===== config.mk =====
export PLATFORM = sky130hd
export DESIGN_NAME = display_scan_ctrl
export DESIGN_NICKNAME = d
export VERILOG_FILES = /design/src/rtl/display_scan_ctrl.sv
export SDC_FILE = /design/constraint.sdc
export NUM_CORES = 1
export LEC_CHECK = 0
export CAP_MARGIN = 25
export CORE_MARGIN = 1.5
export CORE_UTILIZATION = 45
export CTS_BUF_LIST = sky130_fd_sc_hd__clkbuf_4
export CTS_CLUSTER_DIAMETER = 150
export DETAILED_ROUTE_END_ITERATION = 7
export PLACE_DENSITY_LB_ADDON = 0.3
export SLEW_MARGIN = 0
export SYNTH_ARGS = -nofsm -noshare
export SYNTH_HDL_FRONTEND = slang
export SYNTH_SLANG_ARGS = --single-unit

===== constraint.sdc =====
create_clock -name clk -period 5.8 [get_ports clk]
set_clock_uncertainty 0.2 [all_clocks]
set_input_delay 0.87 -clock clk [delete_from_list [all_inputs] [get_ports clk]]
set_output_delay 0.87 -clock clk [all_outputs]
set_load 0.02 [all_outputs]

===== src/rtl/display_scan_ctrl.sv =====
// Multiplexed 7-segment scan controller: one shared BCD decoder, active-low digit
// enables, a blank guard cycle between digits and a tear-free value load.
module display_scan_ctrl #(
    parameter int NUM_DIG     = 4,
    parameter int DIV_WIDTH   = 16,
    parameter int REFRESH_DIV = 50000
) (
    input  logic                   clk,
    input  logic                   rst_n,
    input  logic                   habilitar,
    input  logic                   apaga_zeros,
    input  logic [4*NUM_DIG-1:0]   valor_in,
    input  logic                   carregar,
    output logic                   aceito,
    output logic [3:0]             bcd_sel,
    output logic [NUM_DIG-1:0]     anodos,
    output logic                   fim_quadro
);

    localparam int                   IDX_W    = $clog2(NUM_DIG);
    localparam logic [DIV_WIDTH-1:0] TICK_AT  = DIV_WIDTH'(REFRESH_DIV - 1);
    localparam logic [IDX_W-1:0]     LAST_IDX = IDX_W'(NUM_DIG - 1);

    typedef enum logic [1:0] {
        IDLE  = 2'd0,
        GUARD = 2'd1,
        SCAN  = 2'd2
    } state_t;

    state_t                 state, state_nxt;
    logic [IDX_W-1:0]       idx, idx_nxt;
    logic [DIV_WIDTH-1:0]   presc, presc_nxt;
    logic [4*NUM_DIG-1:0]   active, active_nxt;
    logic [4*NUM_DIG-1:0]   pending, pending_nxt;
    logic                   pend_full, pend_full_nxt;
    logic [NUM_DIG-1:0]     anodos_nxt;
    logic [3:0]             bcd_nxt;
    logic                   aceito_nxt;
    logic                   fim_nxt;
    logic                   transfer;

    // Code sent to the decoder for digit k; leading zeros above digit 0 become blank.
    function automatic logic [3:0] shown(input logic [4*NUM_DIG-1:0] val,
                                         input logic [IDX_W-1:0]     k,
                                         input logic                 blank_lz);
        logic       upper_zero;
        logic [3:0] code;
        upper_zero = 1'b1;
        code       = 4'h0;
        for (int j = 0; j < NUM_DIG; j++) begin
            if (j >= int'(k) && val[4*j +: 4] != 4'h0)
                upper_zero = 1'b0;
            if (j == int'(k))
                code = val[4*j +: 4];
        end
        if (blank_lz && k != '0 && upper_zero)
            return 4'hF;
        return code;
    endfunction

    always_comb begin
        state_nxt     = state;
        idx_nxt       = idx;
        presc_nxt     = presc;
        active_nxt    = active;
        pending_nxt   = pending;
        pend_full_nxt = pend_full;
        anodos_nxt    = anodos;
        bcd_nxt       = bcd_sel;
        aceito_nxt    = 1'b0;
        fim_nxt       = 1'b0;
        transfer      = 1'b0;

        if (!habilitar) begin
            state_nxt  = IDLE;
            idx_nxt    = '0;
            presc_nxt  = '0;
            anodos_nxt = '1;
            bcd_nxt    = 4'hF;
            transfer   = (state == IDLE) && pend_full;
        end else begin
            case (state)
                IDLE: begin
                    state_nxt  = GUARD;
                    anodos_nxt = '1;
                    bcd_nxt    = 4'hF;
                    transfer   = pend_full;
                end
                GUARD: begin
                    state_nxt  = SCAN;
                    anodos_nxt = ~(NUM_DIG'(1) << idx);
                    bcd_nxt    = shown(active, idx, apaga_zeros);
                end
                SCAN: begin
                    if (presc == TICK_AT) begin
                        state_nxt  = GUARD;
                        presc_nxt  = '0;
                        anodos_nxt = '1;
                        bcd_nxt    = 4'hF;
                        if (idx == LAST_IDX) begin
                            idx_nxt  = '0;
                            fim_nxt  = 1'b1;
                            transfer = pend_full;
                        end else begin
                            idx_nxt  = idx + IDX_W'(1);
                        end
                    end else begin
                        presc_nxt = presc + DIV_WIDTH'(1);
                    end
                end
                default: begin
                    state_nxt  = IDLE;
                    anodos_nxt = '1;
                    bcd_nxt    = 4'hF;
                end
            endcase
        end

        // A transfer always beats a capture; the requester keeps carregar high meanwhile.
        if (transfer) begin
            active_nxt    = pending;
            pend_full_nxt = 1'b0;
        end else if (carregar && !pend_full) begin
            pending_nxt   = valor_in;
            pend_full_nxt = 1'b1;
            aceito_nxt    = 1'b1;
        end
    end

    always_ff @(posedge clk or negedge rst_n) begin
        if (!rst_n) begin
            state      <= IDLE;
            idx        <= '0;
            presc      <= '0;
            active     <= '0;
            pending    <= '0;
            pend_full  <= 1'b0;
            anodos     <= '1;
            bcd_sel    <= 4'hF;
            aceito     <= 1'b0;
            fim_quadro <= 1'b0;
        end else begin
            state      <= state_nxt;
            idx        <= idx_nxt;
            presc      <= presc_nxt;
            active     <= active_nxt;
            pending    <= pending_nxt;
            pend_full  <= pend_full_nxt;
            anodos     <= anodos_nxt;
            bcd_sel    <= bcd_nxt;
            aceito     <= aceito_nxt;
            fim_quadro <= fim_nxt;
        end
    end

endmodule


==> impl_metrics.toml <==
[status]
status = "finished, final reports clean"

[power_and_ir_drop]
switchingPower_mw = 0.3534
p_int_mw = 0.8637
p_comb_share_pct = 26.1
leakage_nw = 1.428
power_frac_seq_pct = 53.8
pwr-share-clk_pct = 20.1
power.density_nw_per_um2 = 355.3
p_sw_share_pct = 29.04
peakVddDrop_mv = 0.2605

[floorplanning]
dieArea_um2 = 7071
rows = 29
core-area_um2 = 6350
top_level_ports = 31
chipHeight_um = 84.09
start_util_pct = 46.60
die_x_um = 84.09

[clock_network]
cts_buffers = 9
clk_pin_slew_ns = 0.11
post_cts_resized = 0
htree_levels = 3
worstSkewPairLatency_ns = 0.40
cts_buffer_depth = 2
cts.sinks = 63
cts_tree = "built"
ctsRootBufferMaster = "clkbuf_4"
cts_setup_buffers = 0
holdBufCountCts = 0

[critical_path]
r2r-start = "presc[0]"
crit_chain = "clkdlybuf4s50_1 > nand3_1 > or4_1 > nand3_1"
cpPeakStageDelay_ns = 0.70
path_class = "in -> reg"
crit_top_cell = "nand3_1"
crit_fanout = 17
cp_top_family = "simple AND/OR/NAND/NOR gates"
regToRegSetupSlack_ns = 3.35
startpoint = "habilitar"
worstSetupStartpointType = "primary input"
critPathBufInv = 1
crit_end = "presc[15]"
ff2ff_path_depth = 6
cp.arrival_ns = 2.82
critPathRequiredTime_ns = 5.94
crit_path_top_delay_cell = "clkdlybuf4s50_1"
worst-path-stages = 4
endpoint_kind = "register"
r2r_end = "presc[15]"

[cells_and_area]
multi_input_area_um2 = 1301
final_util_pct = 53.95
fill_cells = 542
fin_area_um2 = 3426
syn_to_final_growth_pct = 15.77
layout-drive-gt1-share_pct = 22.60
nets = 313
diodes = 0
regArea_um2 = 1587

[timing]
rsz0062_at_grt = "no"
worst_slack_ns = 3.124
worstMarginPinSlew_ns = 0.7811
slew_viol_final = 0
final_hold_viol_count = 0
max_freq_ghz = 0.3737
holdWs_ns = 0.3103
timing.slew.headroom_pct = 47.93
min_period_ns = 2.676
setup_viol_count_final = 0
finalCritPeriodShare_pct = 46.14
finalSetupTns_ns = 0

[logic_synthesis]
synthFlopType = "dfrtp_1"
netlist_area_um2 = 2959
seq_area_frac_synth_pct = 53.62
synth_seq_cells = 63
synth_edf_count = 0
avgSynthCellArea_um2 = 11.65
synth_cell_types = 51
async_flop_share_pct = 100.0
ys_warn_count = 0
syn_inst = 254
synth.net_count = 280

[drt]
vias_per_cell = 5.615
first_pass_iters = 4
drt_wl_total_mm = 5.622
ant_nets = 0
drt_first_iter_violations = 97
avgRoutedWirePerCell_um = 15.24
drc = 0
via_count = 2072

[place]
dpl_cell_area_um2 = 3317
gp_congestion = 0.8717
port_buffers = 30
dp_hpwl_mm = 3.993
dpl_worst_slack_ns = 2.691

[grt]
grt_pass1_vias = 2164
grt_max_degree = 64
grt_pass1_wl_mm = 9.998
grt_overflow_total = 0
antenna_found_initial = 0
grt.total_usage_pct = 17.95

[job]
maxCapViolCount = 0

[min_path]
hp-class = "reg -> reg"
## layer usage
layer  up-vias  share of wire [%]  global-route usage (%)
li1        991                  -                       -
met1      1017                 47                   23.22
met2        54                 47                   27.71
met3        10                4.8                   5.935
met4         0                1.4                   7.452
met5         -                  0                       0
## registers in the layout, summed over array words and instances (netlist names)
signal      count
active         16
pending        16
presc          16
anodos          4
bcd_sel         4
idx             2
state           2
aceito          1
fim_quadro      1
pend_full       1
## worst min-delay path by stage
stage | cells after the start | startpoint | end
6_report | 1 | pending[4] | pending[4]
5_1_grt | 2 | anodos[3] | anodos[3]
4_1_cts | 1 | pending[4] | pending[4]
3_5_place_dp | 1 | pending[4] | active[4]
3_3_place_gp | 1 | pending[7] | active[7]
2_1_floorplan | 1 | state[0] | fim_quadro
## worst register-to-register path, stage by stage, from the launching register on
cell and delay (ns):
dfrtp_1 0.44, ha_1 0.23, and3_1 0.20, nand4_1 0.16, nand3_1 0.44, or4_1 0.64, nand3_1 0.09
## cell usage after synthesis, types with 2 or more instances
cell	n	area, um2
nand4_1	3	18.77
nand3_1	9	45.04
mux2_2	23	259.0
or3_1	3	18.77
and3_1	3	18.77
a221oi_1	2	17.52
mux2_4	9	135.1
nor2b_1	7	43.79
nor4b_4	2	47.55
dfstp_2	8	210.2
buf_1	2	7.510
clkbuf_1	4	15.01
buf_2	3	15.01
nand2_1	20	75.07
a22o_1	2	17.52
o22a_1	2	17.52
dfrtp_1	55	1376
a211oi_1	2	15.01
nor2_1	12	45.04
inv_1	6	22.52
nor4_1	4	25.02
nor3_1	6	30.03
a21oi_1	15	75.07
ha_1	5	62.56
and2_1	2	12.51
a21o_1	5	37.54
nand3b_1	3	22.52
o21ai_0	9	45.04
a31oi_1	6	37.54
## kinds of logic after synthesis
kind of cell,count (synthesis),synth area share (%)
compound gates,54,11.71
xor+xnor,1,0.2960
buf+inv,16,2.410
fa+ha+maj,5,2.114
flops,63,53.62
mux,32,13.32
simple gates,83,16.53
## layout by cell type, fill, tap and decap left out, types with 5 or more instances in the layout
master            n
mux2_2           23
a21oi_1          15
inv_1             6
nand2_1          20
a31oi_1           6
a21o_1            5
dfrtp_1          55
nor2b_1           7
nand3_1           9
dfstp_2           8
o21ai_0           9
mux2_4            9
clkbuf_4         11
clkdlybuf4s50_1  29
ha_1              5
nor2_1           12
nor3_1            6
## power groups by stage
stage | logic (mW) | clock network, mW | registers [mW]
after floorplan | 0.251 | 0 | 0.643
after global placement | 0.312 | 0 | 0.663
after detailed placement | 0.323 | 0 | 0.666
after CTS | 0.324 | 0.255 | 0.657
after global routing | 0.353 | 0.273 | 0.673
final | 0.318 | 0.245 | 0.655
## final cells by class
type,count,share of cell area [%]
clock buffers,11,2.411
clock inverters,5,0.7670
well taps,77,2.812
multi-input cells,175,37.98
inverters,6,0.6574
repair buffers,32,9.058
flip-flops and latches,63,46.31
## through the flow
step,instances,power (mW)
finish,369,1.217
global placement,353,0.9754
floorplan,254,0.8942
CTS,369,1.236
global route,369,1.300
detailed placement,353,0.9890
(Power assumes the default switching activity.)
